<file path="config.mk">
export PLATFORM = sky130hd
export DESIGN_NAME = mopshub_bus_scanner
export DESIGN_NICKNAME = d
export VERILOG_FILES = /design/src/rtl/mopshub_scan_pkg.sv /design/src/rtl/mopshub_bus_scanner_rr_enc.sv /design/src/rtl/mopshub_bus_scanner.sv
export SDC_FILE = /design/constraint.sdc
export NUM_CORES = 1
export LEC_CHECK = 0
export ABC_AREA = 1
export BUFFER_PORTS_ARGS = -buffer_cell sky130_fd_sc_hd__buf_2
export CELL_PAD_IN_SITES_DETAIL_PLACEMENT = 0
export CELL_PAD_IN_SITES_GLOBAL_PLACEMENT = 2
export CORE_ASPECT_RATIO = 0.6
export CORE_MARGIN = 4
export CORE_UTILIZATION = 30
export CTS_CLUSTER_DIAMETER = 30
export CTS_CLUSTER_SIZE = 8
export DETAILED_ROUTE_END_ITERATION = 8
export PLACE_DENSITY_LB_ADDON = 0.1
export SLEW_MARGIN = 20
export SYNTH_ARGS = -nofsm -noshare
export SYNTH_HDL_FRONTEND = slang
export SYNTH_SLANG_ARGS = --single-unit
export TNS_END_PERCENT = 50
</file>
<file path="constraint.sdc">
create_clock -name clk -period 5.5 [get_ports clk]
set_clock_uncertainty 0.05 [all_clocks]
set_input_delay 0.55 -clock clk [delete_from_list [all_inputs] [get_ports clk]]
set_output_delay 0.55 -clock clk [all_outputs]
set_load 0.005 [all_outputs]
</file>
<file path="src/rtl/mopshub_scan_pkg.sv">
// Purpose: shared types and constants for the MOPS-Hub bus scanner.
// Latency: n/a (declarations only).
// Backpressure: n/a.
package mopshub_scan_pkg;

    localparam int N_CH  = 16;
    localparam int SEL_W = 5;

    // Select code that makes mux16_1_1bit drive its default value.
    localparam logic [SEL_W-1:0] SEL_IDLE = 5'h1F;

    typedef enum logic [1:0] {
        ST_IDLE    = 2'd0,
        ST_SETTLE  = 2'd1,
        ST_HOLD    = 2'd2,
        ST_RELEASE = 2'd3
    } scan_state_t;

endpackage

</file>
<file path="src/rtl/mopshub_bus_scanner_rr_enc.sv">
// Purpose: round-robin priority encoder, first set bit at or after start_idx with wrap.
// Latency: combinational, zero cycles.
// Backpressure: none; pure function of its inputs.
//
// Ports:
//   elig      in  16  eligible channel vector
//   start_idx in  4   channel where the search begins
//   winner    out 4   first eligible channel found (0 when none)
//   found     out 1   at least one channel is eligible
module rr_priority_encoder16
    import mopshub_scan_pkg::*;
(
    input  logic [N_CH-1:0] elig,
    input  logic [3:0]      start_idx,
    output logic [3:0]      winner,
    output logic            found
);

    logic [3:0] idx;

    // Walk offsets from the farthest to the nearest so the nearest eligible
    // channel is the last assignment and therefore wins.
    always_comb begin
        winner = 4'd0;
        found  = 1'b0;
        idx    = 4'd0;
        for (int i = N_CH - 1; i >= 0; i--) begin
            idx = start_idx + 4'(i);
            if (elig[idx]) begin
                winner = idx;
                found  = 1'b1;
            end
        end
    end

endmodule

</file>
<file path="src/rtl/mopshub_bus_scanner.sv">
// Purpose: round-robin scanner driving the 5-bit sel of mux16_1_1bit, one grant at a time.
// Latency: sel 1 cycle after an eligible request is seen in IDLE, grant_valid 1 cycle later.
// Backpressure: holds sel until done (or watchdog expiry); en only gates new grants.
//
// Optional feature: define MOPSHUB_SCAN_TIMEOUT_EN to build the HOLD watchdog and
// the timeout pulse; without it HOLD exits only on done or rst and timeout is 0.
//
// Ports:
//   clk         in  1   clock, rising edge
//   rst         in  1   synchronous active-high reset
//   en          in  1   permits new grants
//   ch_mask     in  16  per-channel enable
//   req         in  16  per-channel level request
//   done        in  1   downstream transaction complete (sampled in HOLD only)
//   sel         out 5   mux channel select, SEL_IDLE when nothing is selected
//   grant_valid out 1   mux output carries the selected channel's data
//   busy        out 1   scanner is not in IDLE
//   timeout     out 1   one-cycle pulse when the watchdog ended HOLD
module mopshub_bus_scanner
    import mopshub_scan_pkg::*;
#(
    parameter int TIMEOUT_CYCLES = 1024,
    parameter int TMR_W          = $clog2(TIMEOUT_CYCLES)
) (
    input  logic             clk,
    input  logic             rst,
    input  logic             en,
    input  logic [N_CH-1:0]  ch_mask,
    input  logic [N_CH-1:0]  req,
    input  logic             done,
    output logic [SEL_W-1:0] sel,
    output logic             grant_valid,
    output logic             busy,
    output logic             timeout
);

    scan_state_t      state_q, state_d;
    logic [SEL_W-1:0] sel_q, sel_d;
    logic             grant_valid_q, grant_valid_d;
    logic             busy_q, busy_d;
    logic [3:0]       last_ch_q, last_ch_d;
    logic [3:0]       winner;
    logic             found;

    rr_priority_encoder16 u_rr_enc (
        .elig      (req & ch_mask),
        .start_idx (last_ch_q + 4'd1),
        .winner    (winner),
        .found     (found)
    );

`ifdef MOPSHUB_SCAN_TIMEOUT_EN
    logic [TMR_W-1:0] tmr_q, tmr_d;
    logic             timeout_q, timeout_d;
`else
    wire unused_tmr_cfg = ^{TMR_W'(TIMEOUT_CYCLES)};
`endif

    always_comb begin
        state_d       = state_q;
        sel_d         = sel_q;
        grant_valid_d = grant_valid_q;
        last_ch_d     = last_ch_q;
`ifdef MOPSHUB_SCAN_TIMEOUT_EN
        tmr_d         = tmr_q;
        timeout_d     = 1'b0;
`endif
        case (state_q)
            ST_IDLE: begin
                if (en && found) begin
                    sel_d   = {1'b0, winner};
                    state_d = ST_SETTLE;
                end
            end
            // One dead cycle while the mux output register catches up with sel.
            ST_SETTLE: begin
                state_d       = ST_HOLD;
                grant_valid_d = 1'b1;
`ifdef MOPSHUB_SCAN_TIMEOUT_EN
                tmr_d         = '0;
`endif
            end
            ST_HOLD: begin
                // done has priority over a simultaneous watchdog expiry.
                if (done) begin
                    grant_valid_d = 1'b0;
                    last_ch_d     = sel_q[3:0];
                    state_d       = ST_RELEASE;
                end
`ifdef MOPSHUB_SCAN_TIMEOUT_EN
                else if (tmr_q == TMR_W'(TIMEOUT_CYCLES - 1)) begin
                    grant_valid_d = 1'b0;
                    last_ch_d     = sel_q[3:0];
                    state_d       = ST_RELEASE;
                    timeout_d     = 1'b1;
                end else begin
                    tmr_d = tmr_q + 1'b1;
                end
`endif
            end
            ST_RELEASE: begin
                sel_d   = SEL_IDLE;
                state_d = ST_IDLE;
            end
            default: begin
                state_d = ST_IDLE;
                sel_d   = SEL_IDLE;
            end
        endcase
        busy_d = (state_d != ST_IDLE);
    end

    always_ff @(posedge clk) begin
        if (rst) begin
            state_q       <= ST_IDLE;
            sel_q         <= SEL_IDLE;
            grant_valid_q <= 1'b0;
            busy_q        <= 1'b0;
            last_ch_q     <= 4'hF;
`ifdef MOPSHUB_SCAN_TIMEOUT_EN
            tmr_q         <= '0;
            timeout_q     <= 1'b0;
`endif
        end else begin
            state_q       <= state_d;
            sel_q         <= sel_d;
            grant_valid_q <= grant_valid_d;
            busy_q        <= busy_d;
            last_ch_q     <= last_ch_d;
`ifdef MOPSHUB_SCAN_TIMEOUT_EN
            tmr_q         <= tmr_d;
            timeout_q     <= timeout_d;
`endif
        end
    end

    assign sel         = sel_q;
    assign grant_valid = grant_valid_q;
    assign busy        = busy_q;
`ifdef MOPSHUB_SCAN_TIMEOUT_EN
    assign timeout     = timeout_q;
`else
    assign timeout     = 1'b0;
`endif

endmodule

</file>
## Yosys cells after proc, flatten, opt, wreduce, memory -nomap -nowiden

Cells that the tools add are included.

| cells by class | value |
|---|---|
| muxes and demuxes | 71 |
| $lt $le $gt $ge | 16 |
| reductions and logical operators | 8 |
| bitwise operators | 1 |
| divide/modulo/power cells | 0 |
| add/subtract/negate cells | 16 |
| shift-type cells | 0 |
| equal/unequal tests | 5 |
| multiply operators | 0 |

Operators by type and width:

| cell | count |
|---|---|
| $lt A4 B5 Y1 const B | 16 |
| $bmux W1 S4 | 16 |
| $mux W4 | 16 |
| $mux W1 | 33 |
| $add A4 B4 Y4 const B | 8 |
| $add A4 B3 Y4 const B | 4 |
| $and A16 B16 Y16 | 1 |
| $pmux W5 S2 | 1 |
| $add A4 B1 Y4 const B | 2 |
| $add A4 B2 Y4 const B | 2 |
| $pmux W2 S4 | 1 |
| $reduce_and A2 Y1 | 3 |
| $reduce_bool A2 Y1 | 3 |
| $mux W5 | 1 |
| $eq A2 B2 Y1 const B | 2 |
| $mux W2 | 2 |
| $ne A2 B2 Y1 const B | 2 |
| $eq A2 B1 Y1 const B | 1 |
| $logic_not A2 Y1 | 1 |
| $pmux W1 S2 | 1 |
| $logic_and A1 B1 Y1 | 1 |

| storage, ports and cells | value |
|---|---|
| ROM bits | 0 |
| output and inout bits | 8 |
| memory bits (writable) | 0 |
| bits in latches | 0 |
| memories kept | 0 |
| register bits | 13 |
| input port bits | 36 |
| word-level logic and storage cells | 122 |

## Depth between registers and ports, before layout

Gate-level depths: netlist (run 1).

| logic depth | value |
|---|---|
| depth in word-level cells | 24 |
| gate-level depth with buffers | 32 |
| depth with buffers taken out | 29 |

## Modules after synthesis

A second synthesis (run 1) with hierarchy kept.

| unflattened totals | value |
|---|---|
| cell total of the unflattened synthesis | 469 |
| area, all modules | 2408.6 µm² |

By module, submodules not included:

| module | sequential area each (µm²) | cells an instance | area an instance (µm²) | times used |
|---|---|---|---|---|
| rr_priority_encoder16 | 0.0 | 364 | 1720.4 | 1 |
| mopshub_bus_scanner | 260.2 | 105 | 688.2 | 1 |

## Least setup slack after synthesis (run 1)

OpenSTA, ideal clock, no wires.

| path | value |
|---|---|
| kind | reg-to-reg |
| start point | register last_ch_q[0] |
| end point | register busy_q (netlist: busy) |
| library setup time | 0.123 ns |
| buffers on the path | 4 |
| period minus slack after synthesis | 2.884 ns |
| arrival time | 2.711 ns |
| slack | 2.616 ns |
| data required time | 5.327 ns |
| cell stages (with the launch flop) | 21 |
| path through | dfxtp_1 -> buf_6 -> inv_2 -> buf_4 -> ha_1 -> buf_6 -> nor2_4 -> nor2_4 -> buf_4 -> nand2_1 -> nand2_1 -> o21ai_2 -> nor2_1 -> nor2_2 -> nand2_1 -> nor4_1 -> nand3_1 -> nand2_1 -> nand2_1 -> a21oi_1 -> a21oi_1 |

| between the ends | value |
|---|---|
| word-level cells in the longest chain between the ends | 24 |
| elaborated cells on any way between the ends | 68 |
| those cells by class | add/sub: 16; mux: 50; reduce/logical: 2 |

Ends and longest elaborated chain:

| what | line | text |
|---|---|---|
| start: declaration | mopshub_bus_scanner.sv:41 | `logic [3:0] last_ch_q, last_ch_d;` |
| start signal: assignment | mopshub_bus_scanner.sv:129 | `last_ch_q <= last_ch_d;` |
| $add A4 B1 Y4 (*) | mopshub_bus_scanner.sv:47 | `.start_idx (last_ch_q + 4'd1),` |
| $add A4 B4 Y4 | mopshub_bus_scanner_rr_enc.sv:28 | `idx = start_idx + 4'(i);` |
| $bmux W1 S4 | mopshub_bus_scanner_rr_enc.sv:29 | `if (elig[idx]) begin` |
| $mux W1 (implied by the code) | mopshub_bus_scanner_rr_enc.sv:29 |  |
| $mux W1 (15 in a row) | mopshub_bus_scanner_rr_enc.sv:29 |  |
| $mux W1 (*) | mopshub_bus_scanner_rr_enc.sv:29 |  |
| $logic_and A1 B1 Y1 (*) | mopshub_bus_scanner.sv:70 | `if (en && found) begin` |
| $mux W2 (*) | mopshub_bus_scanner.sv:70 |  |
| $pmux W2 S4 (*) | mopshub_bus_scanner.sv:68 | `case (state_q)` |
| $reduce_bool A2 Y1 (*) | mopshub_bus_scanner.sv:110 | `busy_d = (state_d != ST_IDLE);` |
| end signal: assignment | mopshub_bus_scanner.sv:128 | `busy_q <= busy_d;` |
| end: declaration | mopshub_bus_scanner.sv:40 | `logic busy_q, busy_d;` |

Every way passes the cells marked *; elsewhere a longest branch is shown, timed or not. The select of a mux whose other input is x is not followed.
A chain may end at the register's enable or synchronous reset.

## Final worst setup path (run 1)

| path | value |
|---|---|
| start point | register last_ch_q[0] |
| end point | register sel_q[0] (netlist: sel[0]) |

| between the ends | value |
|---|---|
| word-level cells in the longest chain between the ends | 23 |
| elaborated cells on any way between the ends | 85 |
| those cells by class | add/sub: 16; eq/ne: 1; mux: 66; reduce/logical: 2 |

Ends and longest elaborated chain:

| what | line | text |
|---|---|---|
| $add A4 B1 Y4 (*) | mopshub_bus_scanner.sv:47 |  |
| $add A4 B4 Y4 | mopshub_bus_scanner_rr_enc.sv:28 |  |
| $bmux W1 S4 | mopshub_bus_scanner_rr_enc.sv:29 |  |
| $mux W1 (implied by the code) | mopshub_bus_scanner_rr_enc.sv:29 |  |
| $mux W1 (16 in a row) | mopshub_bus_scanner_rr_enc.sv:29 |  |
| $logic_and A1 B1 Y1 | mopshub_bus_scanner.sv:70 |  |
| $ne A2 B2 Y1 (no source line) | n/a |  |
| $reduce_and A2 Y1 (no source line) | n/a |  |
| end signal: assignment | mopshub_bus_scanner.sv:126 | `sel_q <= sel_d;` |
| end: declaration | mopshub_bus_scanner.sv:38 | `logic [SEL_W-1:0] sel_q, sel_d;` |

Marked as above.

==> results of run 1 <==
[Yosys cell counts, types with 2 or more instances]
master,instances,area [um^2]
sky130_fd_sc_hd__nand2_1,189,709
sky130_fd_sc_hd__o211ai_1,3,22.5
sky130_fd_sc_hd__ha_1,7,87.6
sky130_fd_sc_hd__inv_1,43,161
sky130_fd_sc_hd__nand4_1,3,18.8
sky130_fd_sc_hd__buf_6,8,90.1
sky130_fd_sc_hd__dfxtp_1,13,260
sky130_fd_sc_hd__o21ai_2,2,17.5
sky130_fd_sc_hd__xor2_2,2,32.5
sky130_fd_sc_hd__nor2_4,3,33.8
sky130_fd_sc_hd__inv_2,10,37.5
sky130_fd_sc_hd__buf_4,3,22.5
sky130_fd_sc_hd__o21ai_0,14,70.1
sky130_fd_sc_hd__nor2_1,20,75.1
sky130_fd_sc_hd__a21oi_1,26,130
sky130_fd_sc_hd__nand2_4,2,22.5
sky130_fd_sc_hd__nand3_2,4,40.0
sky130_fd_sc_hd__nor4_1,2,12.5
sky130_fd_sc_hd__nor3_1,3,15.0
sky130_fd_sc_hd__o21ai_1,3,15.0
sky130_fd_sc_hd__buf_2,4,20.0
sky130_fd_sc_hd__nand2_2,15,93.8
sky130_fd_sc_hd__nand3_1,92,460
[area by class of cell]
class | instances | area (um^2)
Timing Repair Buffer | 43 | 218
Clock buffer | 4 | 78.8
Tap cell | 108 | 135
Inverter | 53 | 199
Sequential cell | 13 | 260
Fill cell | 929 | 5200
Multi-Input combinational cell | 401 | 1940
[metal layers]
metal / vias to the layer above / routed length (um) / GRT usage, % / part of all wire (%)
met2: 128 / 3340 / 24.4 / 34
met5: - / 0 / 0 / 0
met1: 1448 / 5310 / 33.9 / 55
met4: 0 / 10 / 0.857 / 0.10
met3: 2 / 1080 / 4.37 / 11
li1: 1617 / - / - / -
[logic make-up (layout without fill, tap and decap cells)]
family / after synthesis / after routing / synth area share (%)
and+or+nand+nor: 337 / 337 / 59.5
adders and majority gates: 7 / 7 / 3.45
xor gates and xnor gates: 3 / 3 / 1.92
other: 1 / 1 / 0.148
DFF: 13 / 13 / 10.3
buffers and inverters: 68 / 100 / 13.1
AOI/OAI and AO/OA: 53 / 53 / 11.6
[path summary, 6_finish.rpt]
path	depth (start not counted)	endpoint	slack (ps)
setup / recovery	22	sel[0]	1210
hold / removal	1	sel[4]	410
setup reg to reg	22	sel[0]	1210
hold reg to reg	1	sel[4]	410
[sequential cells by signal, indices dropped and copies added, names as in the netlist]
signal       count
last_ch_q        4
sel              5
grant_valid      1
busy             1
state_q          2
[cell usage in the layout, fill, tap and decap left out, types with 2 or more instances in the layout]
cell,instances
sky130_fd_sc_hd__o211ai_1,3
sky130_fd_sc_hd__nor2_1,20
sky130_fd_sc_hd__dfxtp_1,13
sky130_fd_sc_hd__nor3_1,3
sky130_fd_sc_hd__nand2_1,189
sky130_fd_sc_hd__nor4_1,2
sky130_fd_sc_hd__nand3_2,4
sky130_fd_sc_hd__nand4_1,3
sky130_fd_sc_hd__a21oi_1,26
sky130_fd_sc_hd__clkbuf_16,3
sky130_fd_sc_hd__nand2_4,2
sky130_fd_sc_hd__inv_1,43
sky130_fd_sc_hd__inv_2,10
sky130_fd_sc_hd__xor2_2,2
sky130_fd_sc_hd__o21ai_0,14
sky130_fd_sc_hd__buf_2,42
sky130_fd_sc_hd__nand2_2,15
sky130_fd_sc_hd__o21ai_2,2
sky130_fd_sc_hd__nand3_1,92
sky130_fd_sc_hd__o21ai_1,3
sky130_fd_sc_hd__nor2_4,3
sky130_fd_sc_hd__ha_1,7
[power by group through the flow]
stage | combinational, mW | sequential [mW] | clock [mW]
after global placement | 1.27 | 0.136 | 0
after floorplan | 0.936 | 0.131 | 0
after global routing | 1.44 | 0.139 | 0.148
after CTS | 1.23 | 0.134 | 0.140
final | 1.26 | 0.134 | 0.136
after detailed placement | 1.22 | 0.135 | 0
[stage by stage]
stage	util, %	instance area (um^2)	power (mW)
4_1_cts	35.3	2840	1.51
5_1_grt	35.3	2840	1.73
2_1_floorplan	-	2540	1.07
6_report	35.3	2840	1.53
3_3_place_gp	34.3	2760	1.40
3_5_place_dp	34.3	2760	1.36
==> run summary, run 1 <==
The count of standard-cell rows is 25. The area growth from synthesis to final layout came out at 11.8%. The later pin in the worst-skew pair is clocked with a latency of 240 ps. The total clock sinks is 13. The data arrival at the endpoint of the critical path is 4380 ps. The post-route DRC violation count is 0. Setup repair after global routing left no endpoint under its margin. The congestion estimate from routability-driven global placement came to 0.950.

The die footprint is 0.0100 mm^2. The overall global routing resource usage came out at 19.7%. The number of standard cells in the final layout excluding fillers is 622.

The H-tree depth reported by CTS came out at 1. The headroom to the max-slew limit is 49.4%. In this run the remaining antenna-violating nets after routing total 0.

The residual overflow from global routing came out at 0. In this run the mean area of a mapped cell was 5.26 um^2. The startpoint identified for the worst register-to-register timing path is last_ch_q[0]. Entering global routing, the biggest net connects 30 pins. The die extent in x came out at 127 um. The global-route wire length before repair came out at 15500 um. The number of buffers and inverters on the critical path is 4. Among cell families on the critical path, the largest total delay comes from simple AND/OR/NAND/NOR gates. The final total negative setup slack is 0 ps. In this run the most critical hold path is launched from sel[4].

The data required time of the worst path came out at 5580 ps. The worst setup path category is reg -> reg. The clock tree buffer depth is 2. The clock tree root driver cell is sky130_fd_sc_hd__clkbuf_16.

The clock period could shrink to 4290 ps. The internal power of the cells totals 0.597 mW. The detailed router placed 3195 vias in this run. The cell count after placement came out at 618. The number of hold violations in the final report came out at 0. The total of warnings raised by yosys came out at 0. The net switching share of the total power came out at 61.0%. Tracing the worst setup path back leads to its startpoint at last_ch_q[0]. The number of distinct standard cells referenced by the synthesized netlist is 34.

TritonCTS built the clock tree. The switching power of the nets is 0.934 mW. The detailed router finished its first iteration with 415 violations.

Summed over all cells, the static leakage comes to 1.60 nW. The combined area of all synthesized cells came out at 0.00254 mm^2. The category of the worst setup path launch point is a register. 44 I/O pins were placed.

STA classifies the critical path endpoint as a register. Wires add up to 9750 um. The number of instances resized during post-cts repair is 0. The total of endpoints with negative setup slack in the final report is 0. For the pin with the worst max-slew slack, the measured transition is 760 ps. The initial antenna violation count was 0.

The maximum single-stage delay on the critical path came out at 860 ps. The first-pass iteration count of the detailed router came out at 5. Input and output buffers added on the ports amount to 42. The most numerous cell type found on the critical path is sky130_fd_sc_hd__nand2_1.

The maximum fanout along the worst path came out at 29. The sequential share of the synthesized area is 10.3%. The proportion of power drawn by flip-flops and latches is 8.8%.

On the critical path, the stage with the largest delay is an instance of sky130_fd_sc_hd__ha_1. The run finished with clean final reports. Clock tree synthesis inserted a total of 3 buffers. The combinational fraction of design power is 82.3%. The most used flip-flop cell after synthesis is sky130_fd_sc_hd__dfxtp_1.

In this run the worst hold path is classified as reg -> reg. The number of setup buffers added after CTS is 0. Power spread over the standard cell area amounts to 540 mW/mm^2. The average routed wire per standard cell is 15.7 um.

The critical path goes through buf_4 -> inv_2 -> ha_1 -> inv_2 -> nand2_1 -> nand2_1 -> o21ai_0 -> nand2_1 -> nand2_1 -> inv_1 -> nand2_1 -> nand2_1 -> nand2_1 -> nand3_1 -> nand3_1 -> nand2_1 -> a21oi_1 -> o21ai_1 -> nand2_1 -> nand2_1 -> nand2_1 -> nand2_1. The part of the power in the clock network is 8.9%. The worst slack on hold paths is 414 ps. The share of the cycle needed by the critical path after routing came out at 78.0%. The proportion of layout cells with a drive suffix above 1 is 17.3%. The via count of the first global-routing pass came out at 2812.

For this configuration, the core starts out at a cell density of 31.5%. The post-synthesis net count is 525. The mean number of vias per cell came out at 5.14. The number of pins exceeding their max-slew limit in the final report is 0. Across the VDD grid, the largest voltage drop is 0.000128 V. The synthesized instance count is 482. Static timing analysis puts the maximum clock frequency at 233 MHz. Yosys mapped a number of flops with a built-in enable equal to 0. The antenna diode instance count came out at 0.

The final worst setup slack came out at 1210 ps. After the last flow step, the layout net total stands at 558. After clock tree synthesis, the clock-pin slew on the worst setup and hold paths is 40 ps. The worst slack at placement is 1230 ps.

The post-detailed-placement half-perimeter wirelength is 7950 um. The cts-stage hold buffer count came out at 0. Counting flops with an async set or reset pin after synthesis yields a share of 0%. The vertical extent of the die came out at 79.2 um. Synthesis inferred 13 register bits. The max-cap violation count is 0. The placeable core region came out at 0.00804 mm^2.
No activity file was read; power rests on OpenSTA's default activity.
==> inputs of run 2 (changes only) <==
Settings changed: ABC_AREA 1 to 0, CORE_UTILIZATION 30 to 31.
Clock period 5.5 ns to 3.8 ns, I/O delays scaled along.
==> run 2 against run 1 <==
Synthesized cell count is 22% lower. Cell count is 7.1% lower. Clock-buffer cell count stayed put. Highest routed layer unchanged. Largest power group unchanged. Critical endpoint is now sel[1]. Critical path depth is 12 lower. Register-to-register slack worse by 970 ps.
==> run summary, run 2 <==
The mean number of vias per cell came out at 5.88. The fraction of synthesized cell area taken by the top area cell type is 9.05%. The worst setup path is launched from a register. Cells with a size suffix above 1 make up 30.8% of the layout.

The core region is 0.00929 mm^2. The vertical extent of the die came out at 84.0 um. The combinational fraction of design power is 89.7%.

The maximum fanout along the worst path came out at 6. The final total power came out at 4.28 mW. The worst slack on hold paths came out at 375 ps. The data required time of the worst path came out at 3880 ps. The antenna diode instance count came out at 0. The die extent in x is 135 um. The first-pass iteration count of the detailed router is 5. The area growth from synthesis to final layout is 24.0%. The detailed router placed 3397 vias in this run. The number of pins exceeding their max-slew limit in the final report is 0. The via count of the first global-routing pass came out at 3124.

The multiplexer share of the synthesized area came out at 20.7%. The net switching share of the total power is 53.0%. 44 I/O pins were placed. The die footprint is 0.0113 mm^2. The mapped netlist covers 0.00299 mm^2. The slew at the pin closest to its max-slew limit came out at 682 ps. The max-cap violation count came out at 0. The post-detailed-routing wire length is 11400 um. The internal power consumption is 2.01 mW. The async set-reset flop share out of synthesis came out at 0%.

TritonCTS built the clock tree. The synthesized netlist devotes 27.2% of its cell area to simple gates. By area the synthesized netlist is led by sky130_fd_sc_hd__mux4_2 9.0%, sky130_fd_sc_hd__dfxtp_1 8.7%, sky130_fd_sc_hd__mux2i_1 6.4%. Timing analysis after detailed placement gives a worst setup slack of 4.30 ps. Measured against its own limit, the worst slew margin works out to 54.4%.

In this run the worst hold path is classified as in -> reg. Counting every instance in the synthesized netlist gives 377. The netlist uses 82 different library cells.

The cell count of the worst reg-to-reg path came out at 10. The global-route wire length before repair came out at 18600 um. The total of endpoints with negative setup slack in the final report came out at 0.

The clock edge transition at the registers on the reported setup and hold paths is 50 ps. Across every metal layer, demand over resource in global routing totals 20.5%. The total of warnings raised by yosys came out at 0. In this run the critical register-to-register path is launched from last_ch_q[1].

The xor and xnor area share after synthesis came out at 6.07%. The residual overflow from global routing is 0. CTS saw 13 sinks.

The average routed wire per standard cell is 19.8 um. The analysis attributes to cell leakage a power of 1.50 nW. The fraction of the mapped netlist area in compound gates is 28.2%. The adder and majority gate portion of the synthesized area came out at 2.93%. The average footprint of a synthesized cell came out at 7.92 um^2. The count of nets left with antenna violations once routing finished came out at 0. The synthesis-stage register bit count came out at 13. The main flop type after synthesis is sky130_fd_sc_hd__dfxtp_1. The critical path capture point type is a register. The data arrival at the endpoint of the critical path came out at 3630 ps. The number of setup buffers added after CTS came out at 0. Counting instances in the post-synthesis netlist gives the leading cell types as 42 x sky130_fd_sc_hd__nand2_1, 27 x sky130_fd_sc_hd__nor2_1, 19 x sky130_fd_sc_hd__mux2i_1.

The routed design could run at a clock period as short as 3560 ps. At the end of routability-driven placement, the weighted congestion stood at 0.968. The number of flip-flops under the largest register name came out at 5.

Static timing analysis puts the maximum clock frequency at 281 MHz. For this block, the initial DRC count from the detailed router was 491. The layout filler cell count came out at 937.

The post-synthesis net count came out at 420. The critical path is of the reg -> reg type. By area, the combinational part of the netlist is dominated by compound AO/OA/AOI/OAI gates. The H-tree depth reported by CTS is 1. The number of CTS-inserted buffers came out at 3. The run finished with clean final reports.

CTS placed an instance of sky130_fd_sc_hd__clkbuf_16 at the clock tree root. The part of the power in the clock network came out at 4.7%. Input and output buffers added on the ports amount to 42. Setup repair after global routing left no endpoint under its margin.

The worst hold path was traced through 2 stages. The clock latency reported for the late side of the worst-skew pair is 240 ps. IR analysis of the VDD net gives a maximum drop of 0.000383 V. The number of enable-type register cells in the synthesized netlist came out at 0.

The cts-stage hold buffer count is 0. The most critical setup path has its startpoint at last_ch_q[1]. The most common cell after layout, fill and taps aside is sky130_fd_sc_hd__buf_4. The largest net degree at the start of global routing came out at 29. Once detailed placement completed, the half-perimeter wirelength came to 9700 um. After detailed routing, the number of remaining DRC violations is 0. Row generation in the floorplan step produced 27 rows. The initial antenna violation count is 0. The final worst setup slack came out at 243 ps. Sequential elements use 8.71% of the synthesized area. Leaving out fill and tap cells, the most frequent cells in the layout are 46 x sky130_fd_sc_hd__buf_4, 42 x sky130_fd_sc_hd__nand2_1, 42 x sky130_fd_sc_hd__buf_2, 27 x sky130_fd_sc_hd__nor2_1, 18 x sky130_fd_sc_hd__mux2i_1. The power density relative to cell area is 1160 mW/mm^2. The number of hold violations in the final report is 0. For this run, the post-layout net count is 492.

The most frequent cell after synthesis is sky130_fd_sc_hd__nand2_1. In the finished design, the share of the clock period the worst path needs comes to 93.6%. The start point of the worst min-delay path is rst. The initial utilization of the core area, before any placement, comes to 32.1%.

The clock tree buffer depth came out at 2. The cell taking the most area after synthesis is sky130_fd_sc_hd__mux4_2. Sequential cells account for 5.7% of the total power. The switching power of the nets is 2.27 mW.
run 2: cell types whose count changed after synthesis, sizes merged, moves of 11 or more:
cell,previous run,this run
nand2,206,42
nand3,96,17
inv,53,8
mux2i,0,21
o211ai,3,16
a21oi,27,15
mux4,0,12
nor3,3,15
mux2,0,11
run 2: routing by layer:
layer | share of wire [%] | up-vias | wire, um | GRT usage, %
met5 | 0 | - | 0 | 0
met4 | 0.35 | 0 | 40 | 1.11
met3 | 9.0 | 12 | 1030 | 4.88
met2 | 36 | 152 | 4150 | 26.0
met1 | 54 | 1600 | 6210 | 34.8
li1 | - | 1633 | - | -
run 2: cell families (layout without fill, tap and decap cells):
group	Yosys count	in the layout
and+or+nand+nor	158	158
DFF	13	13
AOI/OAI and AO/OA	110	110
muxes	44	44
other	1	1
buffers and inverters	31	102
xor gates and xnor gates	13	13
adders and majority gates	7	7
run 2: metrics by stage:
step	utilization, %	instances	setup TNS (ps)	area, um^2
5_1_grt	39.9	578	0	3700
3_3_place_gp	38.6	574	-241	3590
3_5_place_dp	38.6	574	0	3590
4_1_cts	39.5	578	0	3670
2_1_floorplan	-	377	0	2990
6_report	39.9	578	0	3700
run 2: power groups by stage:
stage	logic (mW)	registers [mW]	clock network, mW
after floorplan	2.44	0.220	0
after global placement	3.81	0.242	0
after detailed placement	3.70	0.242	0
after CTS	3.72	0.240	0.208
after global routing	4.17	0.250	0.219
final	3.84	0.243	0.200
run 2: final cells by class:
type	count	area, um^2	area share (%)
inverters	9	41.3	1.11
well taps	130	163	4.39
clock buffers	4	78.8	2.13
flip-flops and latches	13	262	7.06
repair buffers	89	576	15.5
multi-input cells	333	2580	69.8
run 2: final timing paths:
path | to | slack [ps]
setup / recovery | sel[1] | 240
hold / removal | state_q[1] | 380
setup reg to reg | sel[1] | 240
hold reg to reg | grant_valid | 440
run 2: worst max-delay path, stage by stage, from the launching register on:
cell	delay, ps
sky130_fd_sc_hd__dfxtp_1	430
sky130_fd_sc_hd__ha_2	320
sky130_fd_sc_hd__xor2_4	330
sky130_fd_sc_hd__xnor2_2	240
sky130_fd_sc_hd__mux2i_1	340
sky130_fd_sc_hd__or3b_1	430
sky130_fd_sc_hd__nand2_1	150
sky130_fd_sc_hd__a2111oi_0	80
sky130_fd_sc_hd__a2111oi_1	490
sky130_fd_sc_hd__a21oi_1	200
sky130_fd_sc_hd__o32a_1	370
run 2: repair_timing:
item | 4_1_cts | 5_1_grt
gates resized for setup | 1 | 7
cloned | 0 | 0
pin swaps | 0 | 0
endpoints found under the setup margin | 1 | 7
endpoints found under the hold margin | 0 | 0
